===== src/rtl/stopwatch_timer_lap.sv =====
// Stopwatch / countdown timer with tick prescaler, countdown expiry and lap capture.
// Define STOPWATCH_LAP_EN to build the lap FIFO; otherwise the lap ports are tied off.
module stopwatch_timer_lap #(
    parameter int WIDTH     = 16,
    parameter int PRESCALE  = 1,
    parameter int LAP_DEPTH = 4
) (
    input  logic             clk,
    input  logic             rst_n,
    input  logic             start,
    input  logic             stop,
    input  logic             clear,
    input  logic             mode,
    input  logic [WIDTH-1:0] load_val,
    input  logic             lap,
    output logic [WIDTH-1:0] count,
    output logic             running,
    output logic             expired,
    output logic             tc,
    output logic [WIDTH-1:0] lap_data,
    output logic             lap_valid,
    input  logic             lap_ready,
    output logic             lap_overflow
);

    typedef enum logic [1:0] {S_IDLE, S_RUNNING, S_PAUSED, S_EXPIRED} state_t;

    state_t           r_state, w_state_nxt;
    logic [WIDTH-1:0] r_count, w_count_nxt;
    logic             r_mode, w_mode_nxt;
    logic             r_tc, w_tc_nxt;
    logic             w_pre_hit, w_pre_clr, w_pre_adv;

    always_ff @(posedge clk or negedge rst_n) begin
        if (!rst_n) begin
            r_state <= S_IDLE;
            r_count <= '0;
            r_mode  <= 1'b0;
            r_tc    <= 1'b0;
        end else begin
            r_state <= w_state_nxt;
            r_count <= w_count_nxt;
            r_mode  <= w_mode_nxt;
            r_tc    <= w_tc_nxt;
        end
    end

    // Priority clear > stop > start is encoded by the nesting below.
    always_comb begin
        w_state_nxt = r_state;
        w_count_nxt = r_count;
        w_mode_nxt  = r_mode;
        w_tc_nxt    = 1'b0;
        w_pre_clr   = 1'b0;
        w_pre_adv   = 1'b0;
        if (clear) begin
            w_state_nxt = S_IDLE;
            w_count_nxt = '0;
            w_pre_clr   = 1'b1;
        end else begin
            case (r_state)
                S_IDLE: begin
                    if (start) begin
                        w_mode_nxt = mode;
                        w_pre_clr  = 1'b1;
                        if (mode && load_val == '0) begin
                            w_state_nxt = S_EXPIRED;
                            w_count_nxt = '0;
                            w_tc_nxt    = 1'b1;
                        end else begin
                            w_state_nxt = S_RUNNING;
                            w_count_nxt = mode ? load_val : '0;
                        end
                    end
                end
                S_RUNNING: begin
                    if (stop) begin
                        w_state_nxt = S_PAUSED;
                    end else begin
                        w_pre_adv = 1'b1;
                        if (w_pre_hit) begin
                            if (r_mode) begin
                                w_count_nxt = r_count - 1'b1;
                                if (r_count == WIDTH'(1)) begin
                                    w_state_nxt = S_EXPIRED;
                                    w_tc_nxt    = 1'b1;
                                end
                            end else begin
                                w_count_nxt = r_count + 1'b1;
                                w_tc_nxt    = (r_count == '1);
                            end
                        end
                    end
                end
                S_PAUSED: begin
                    if (start) w_state_nxt = S_RUNNING;
                end
                S_EXPIRED: ;
                default: w_state_nxt = S_IDLE;
            endcase
        end
    end

    generate
        if (PRESCALE > 1) begin : g_pre
            localparam int PW = $clog2(PRESCALE + 1);
            logic [PW-1:0] r_pre;
            assign w_pre_hit = (r_pre == PW'(PRESCALE - 1));
            always_ff @(posedge clk or negedge rst_n) begin
                if (!rst_n)         r_pre <= '0;
                else if (w_pre_clr) r_pre <= '0;
                else if (w_pre_adv) r_pre <= w_pre_hit ? '0 : r_pre + 1'b1;
            end
        end else begin : g_nopre
            logic w_unused_pre;
            assign w_unused_pre = w_pre_clr | w_pre_adv;
            assign w_pre_hit    = 1'b1;
        end
    endgenerate

    assign count   = r_count;
    assign running = (r_state == S_RUNNING);
    assign expired = (r_state == S_EXPIRED);
    assign tc      = r_tc;

`ifdef STOPWATCH_LAP_EN
    localparam int AW = $clog2(LAP_DEPTH);

    logic [WIDTH-1:0] r_mem [LAP_DEPTH];
    logic [AW:0]      r_wptr, r_rptr;
    logic             r_ovf;
    logic             w_empty, w_full, w_pop, w_push;

    assign w_empty = (r_wptr == r_rptr);
    assign w_full  = (r_wptr[AW] != r_rptr[AW]) && (r_wptr[AW-1:0] == r_rptr[AW-1:0]);
    assign w_pop   = !w_empty && lap_ready;
    // A pop in the same cycle frees the slot, so a full FIFO still accepts the lap.
    assign w_push  = lap && (!w_full || w_pop);

    always_ff @(posedge clk or negedge rst_n) begin
        if (!rst_n) begin
            r_wptr <= '0;
            r_rptr <= '0;
            r_ovf  <= 1'b0;
            for (int i = 0; i < LAP_DEPTH; i++) r_mem[i] <= '0;
        end else if (clear) begin
            r_wptr <= '0;
            r_rptr <= '0;
            r_ovf  <= 1'b0;
        end else begin
            if (w_push) begin
                r_mem[r_wptr[AW-1:0]] <= r_count;
                r_wptr                <= r_wptr + 1'b1;
            end
            if (w_pop) r_rptr <= r_rptr + 1'b1;
            if (lap && w_full && !w_pop) r_ovf <= 1'b1;
        end
    end

    assign lap_data     = w_empty ? '0 : r_mem[r_rptr[AW-1:0]];
    assign lap_valid    = !w_empty;
    assign lap_overflow = r_ovf;
`else
    logic w_unused_lap;
    assign w_unused_lap = &{1'b0, lap, lap_ready, (LAP_DEPTH > 1)};
    assign lap_data     = '0;
    assign lap_valid    = 1'b0;
    assign lap_overflow = 1'b0;
`endif

endmodule


===== config.mk =====
export PLATFORM = sky130hd
export DESIGN_NAME = stopwatch_timer_lap
export DESIGN_NICKNAME = d
export VERILOG_FILES = /design/src/rtl/stopwatch_timer_lap.sv
export SDC_FILE = /design/constraint.sdc
export NUM_CORES = 1
export LEC_CHECK = 0
export BUFFER_PORTS_ARGS = -buffer_cell sky130_fd_sc_hd__buf_2
export CAP_MARGIN = 20
export CORE_AREA = 4 4 77 79
export CTS_CLUSTER_SIZE = 24
export DETAILED_ROUTE_END_ITERATION = 12
export DIE_AREA = 0 0 81 83
export GPL_ROUTABILITY_DRIVEN = 0
export REMOVE_ABC_BUFFERS = 1
export SKIP_LAST_GASP = 1
export SLEW_MARGIN = 20
export SYNTH_ARGS = -nofsm -noshare
export SYNTH_HDL_FRONTEND = slang
export SYNTH_SLANG_ARGS = --single-unit

===== constraint.sdc =====
create_clock -name clk -period 4.4 [get_ports clk]
set_input_delay 0.88 -clock clk [delete_from_list [all_inputs] [get_ports clk]]
set_output_delay 0.88 -clock clk [all_outputs]
set_load 0.02 [all_outputs]

==> results.tsv <==
metric	value	unit
area_growth	12.1	%
post_cts_resized	0	
syn_area_per_cell	8.06	um^2
worst_setup_path_end_kind	register	
cellLeakagePower	0.000897	uW
synth_xor_area_frac	0.00490	
finalPower	1130	uW
setup_violations	0	
hp-class	register to register	
final_common_cell	buf_2	
ys_types	52	
ios	61	
muxShareOfSynthArea	0.0287	
slew_violations	0	
max-slew-margin-rel	0.518	
hold_slack	568	ps
drtIter0Drc	123	
routed_wirelength	4.98	mm
wl_per_cell	15.3	um
min_delay_path_depth	1	
ys_async_sr_fraction	1.00	
final_layout_size_suffix_gt1_frac	0.209	
final_nets	287	
synthCells	222	
finalCritPeriodShare	0.589	
synth_ff_type	dfrtp_1	
cts_tree	yes	
vias	1713	
drv_cap	0	
synthAdderAreaFrac	0.0490	
fmaxAchievable	386	MHz
yosysSeqAreaShare	0.280	
cp_data_required_time	4610	ps
yosysTopAreaCell	dfrtp_1	
dieArea	6720	um^2
grt_pass1_wl	8.06	mm
synthSimpleGateAreaFrac	0.290	
diodes	0	
rsz0062_at_grt	false	
track_usage	0.152	
dieWidth	81	um
synthDominantCellAreaShare	0.280	
grt_max_degree	21	
max-vdd-ir-drop	0.145	mV
path_class	register to register	
totalNegativeSetupSlack	0	ps
fin_skew	1.55	ps
syn_area	1790	um^2
crit_path_start_kind	register	
synth_top_family_by_area	simple AND/OR/NAND/NOR gates	
grt_pass1_vias	1612	
rr_worst_depth	7	
hold_violations	0	
cts_buffers	3	
path_clk_slew	80	ps
p_per_area	562	nW/um^2
die_height	83	um
via_per_inst	5.25	
synth_area_leaders	dfrtp_1 (28%), buf_4 (7.6%), ha_1 (4.9%)	
numPortBuffers	40	
clockBufferDepth	2	
worst_pin_slew	721	ps
drc	0	
synth_seq_cells	20	
arrival	2800	ps
fp.coreArea	5340	um^2
cts-htree-levels	1	
insertion_delay	260	ps
cts_setup_buffers	0	
rows	27	
final_cell_mix	buf_2 (40), nand2_1 (21), dfrtp_1 (20), nor2_1 (18), conb_1 (18)	
ff2ff_setup_slack	1810	ps
status	completed	
holdBufCountCts	0	
antenna_found_initial	0	
drt_pass1_iterations	4	
synth-edff-count	0	
synth_compound_area_frac	0.224	
post-route-min-period	2590	ps
cts_sinks	20	
yosysWarnings	0	
crit_fanout	9	
dp_hpwl	3.86	mm
root_buffer	clkbuf_8	
nFillCells	608	
ant_nets	0	
grt-ovfl-total	0	
start_util	0.335	
==> cells by family after synthesis <==
group / Yosys count
mux: 5
compound gates: 56
flops: 20
simple gates: 95
buf+inv: 37
other cells: 1
xor+xnor: 1
fa+ha+maj: 7
==> registers in the layout, summed over array words and instances, names as in the netlist <==
signal,count
count,16
tc,1
r_state,2
r_mode,1
==> metal layers <==
| metal | part of all wire | vias up | GRT usage | wire length [um] |
|---|---|---|---|---|
| met5 | 0 | - | 0 | 0 |
| met4 | 0.010 | 0 | 0.0369 | 52 |
| met3 | 0.060 | 5 | 0.0217 | 300 |
| met2 | 0.47 | 51 | 0.245 | 2330 |
| met1 | 0.46 | 804 | 0.211 | 2290 |
| li1 | - | 853 | - | - |
==> area by class of cell <==
class	instances	area [um^2]	area share
Clock buffer	3	41.3	0.0206
Inverter	8	30.0	0.0150
Multi-Input combinational cell	182	1140	0.566
Sequential cell	20	500	0.250
Tap cell	72	90.1	0.0449
Timing Repair Buffer	41	208	0.104
==> worst max-delay path, cell delays in order, from the launching register on <==
cell,delay (ps)
dfrtp_1,370
inv_1,80
ha_1,300
nor2b_1,340
nor3b_1,650
o31a_1,510
a22o_1,210
a21o_1,80
==> synthesized netlist by cell type, types with 4 or more instances <==
cell type,n
nand2_1,21
dfrtp_1,20
buf_4,18
nor2_1,18
o21ai_0,16
clkbuf_1,8
inv_1,8
nor3_1,8
ha_1,7
nand3_1,7
or3_1,7
a221o_1,5
nand2b_1,5
mux2i_1,4
nor4_1,4
or2_2,4
or4_1,4
==> power breakdown <==
part	leakage, uW	switching, uW	total, uW	internal, uW
clock network	0.0000216	65.7	127	61.2
logic	0.000605	402	672	270
registers	0.000270	93.8	328	234
total	0.000897	562	1130	565
==> worst paths after layout <==
kind / end / from
worst max-delay path: count[15] / r_state[1]
worst min-delay path: count[15] / count[15]
worst max register to register: count[15] / r_state[1]
worst min register to register: count[15] / count[15]
max in group asynchronous: r_state[1] / rst_n
min in group asynchronous: count[9] / rst_n
==> through the flow <==
step,cells,worst slack [ps],cell area (um^2),utilization
after floorplan,210,2020,1670,-
after global placement,323,1620,1960,0.368
after detailed placement,323,1620,1960,0.368
after CTS,326,1830,2010,0.376
after global routing,326,1620,2010,0.376
final,326,1810,2010,0.376
Power figures use the tool's default switching activity.
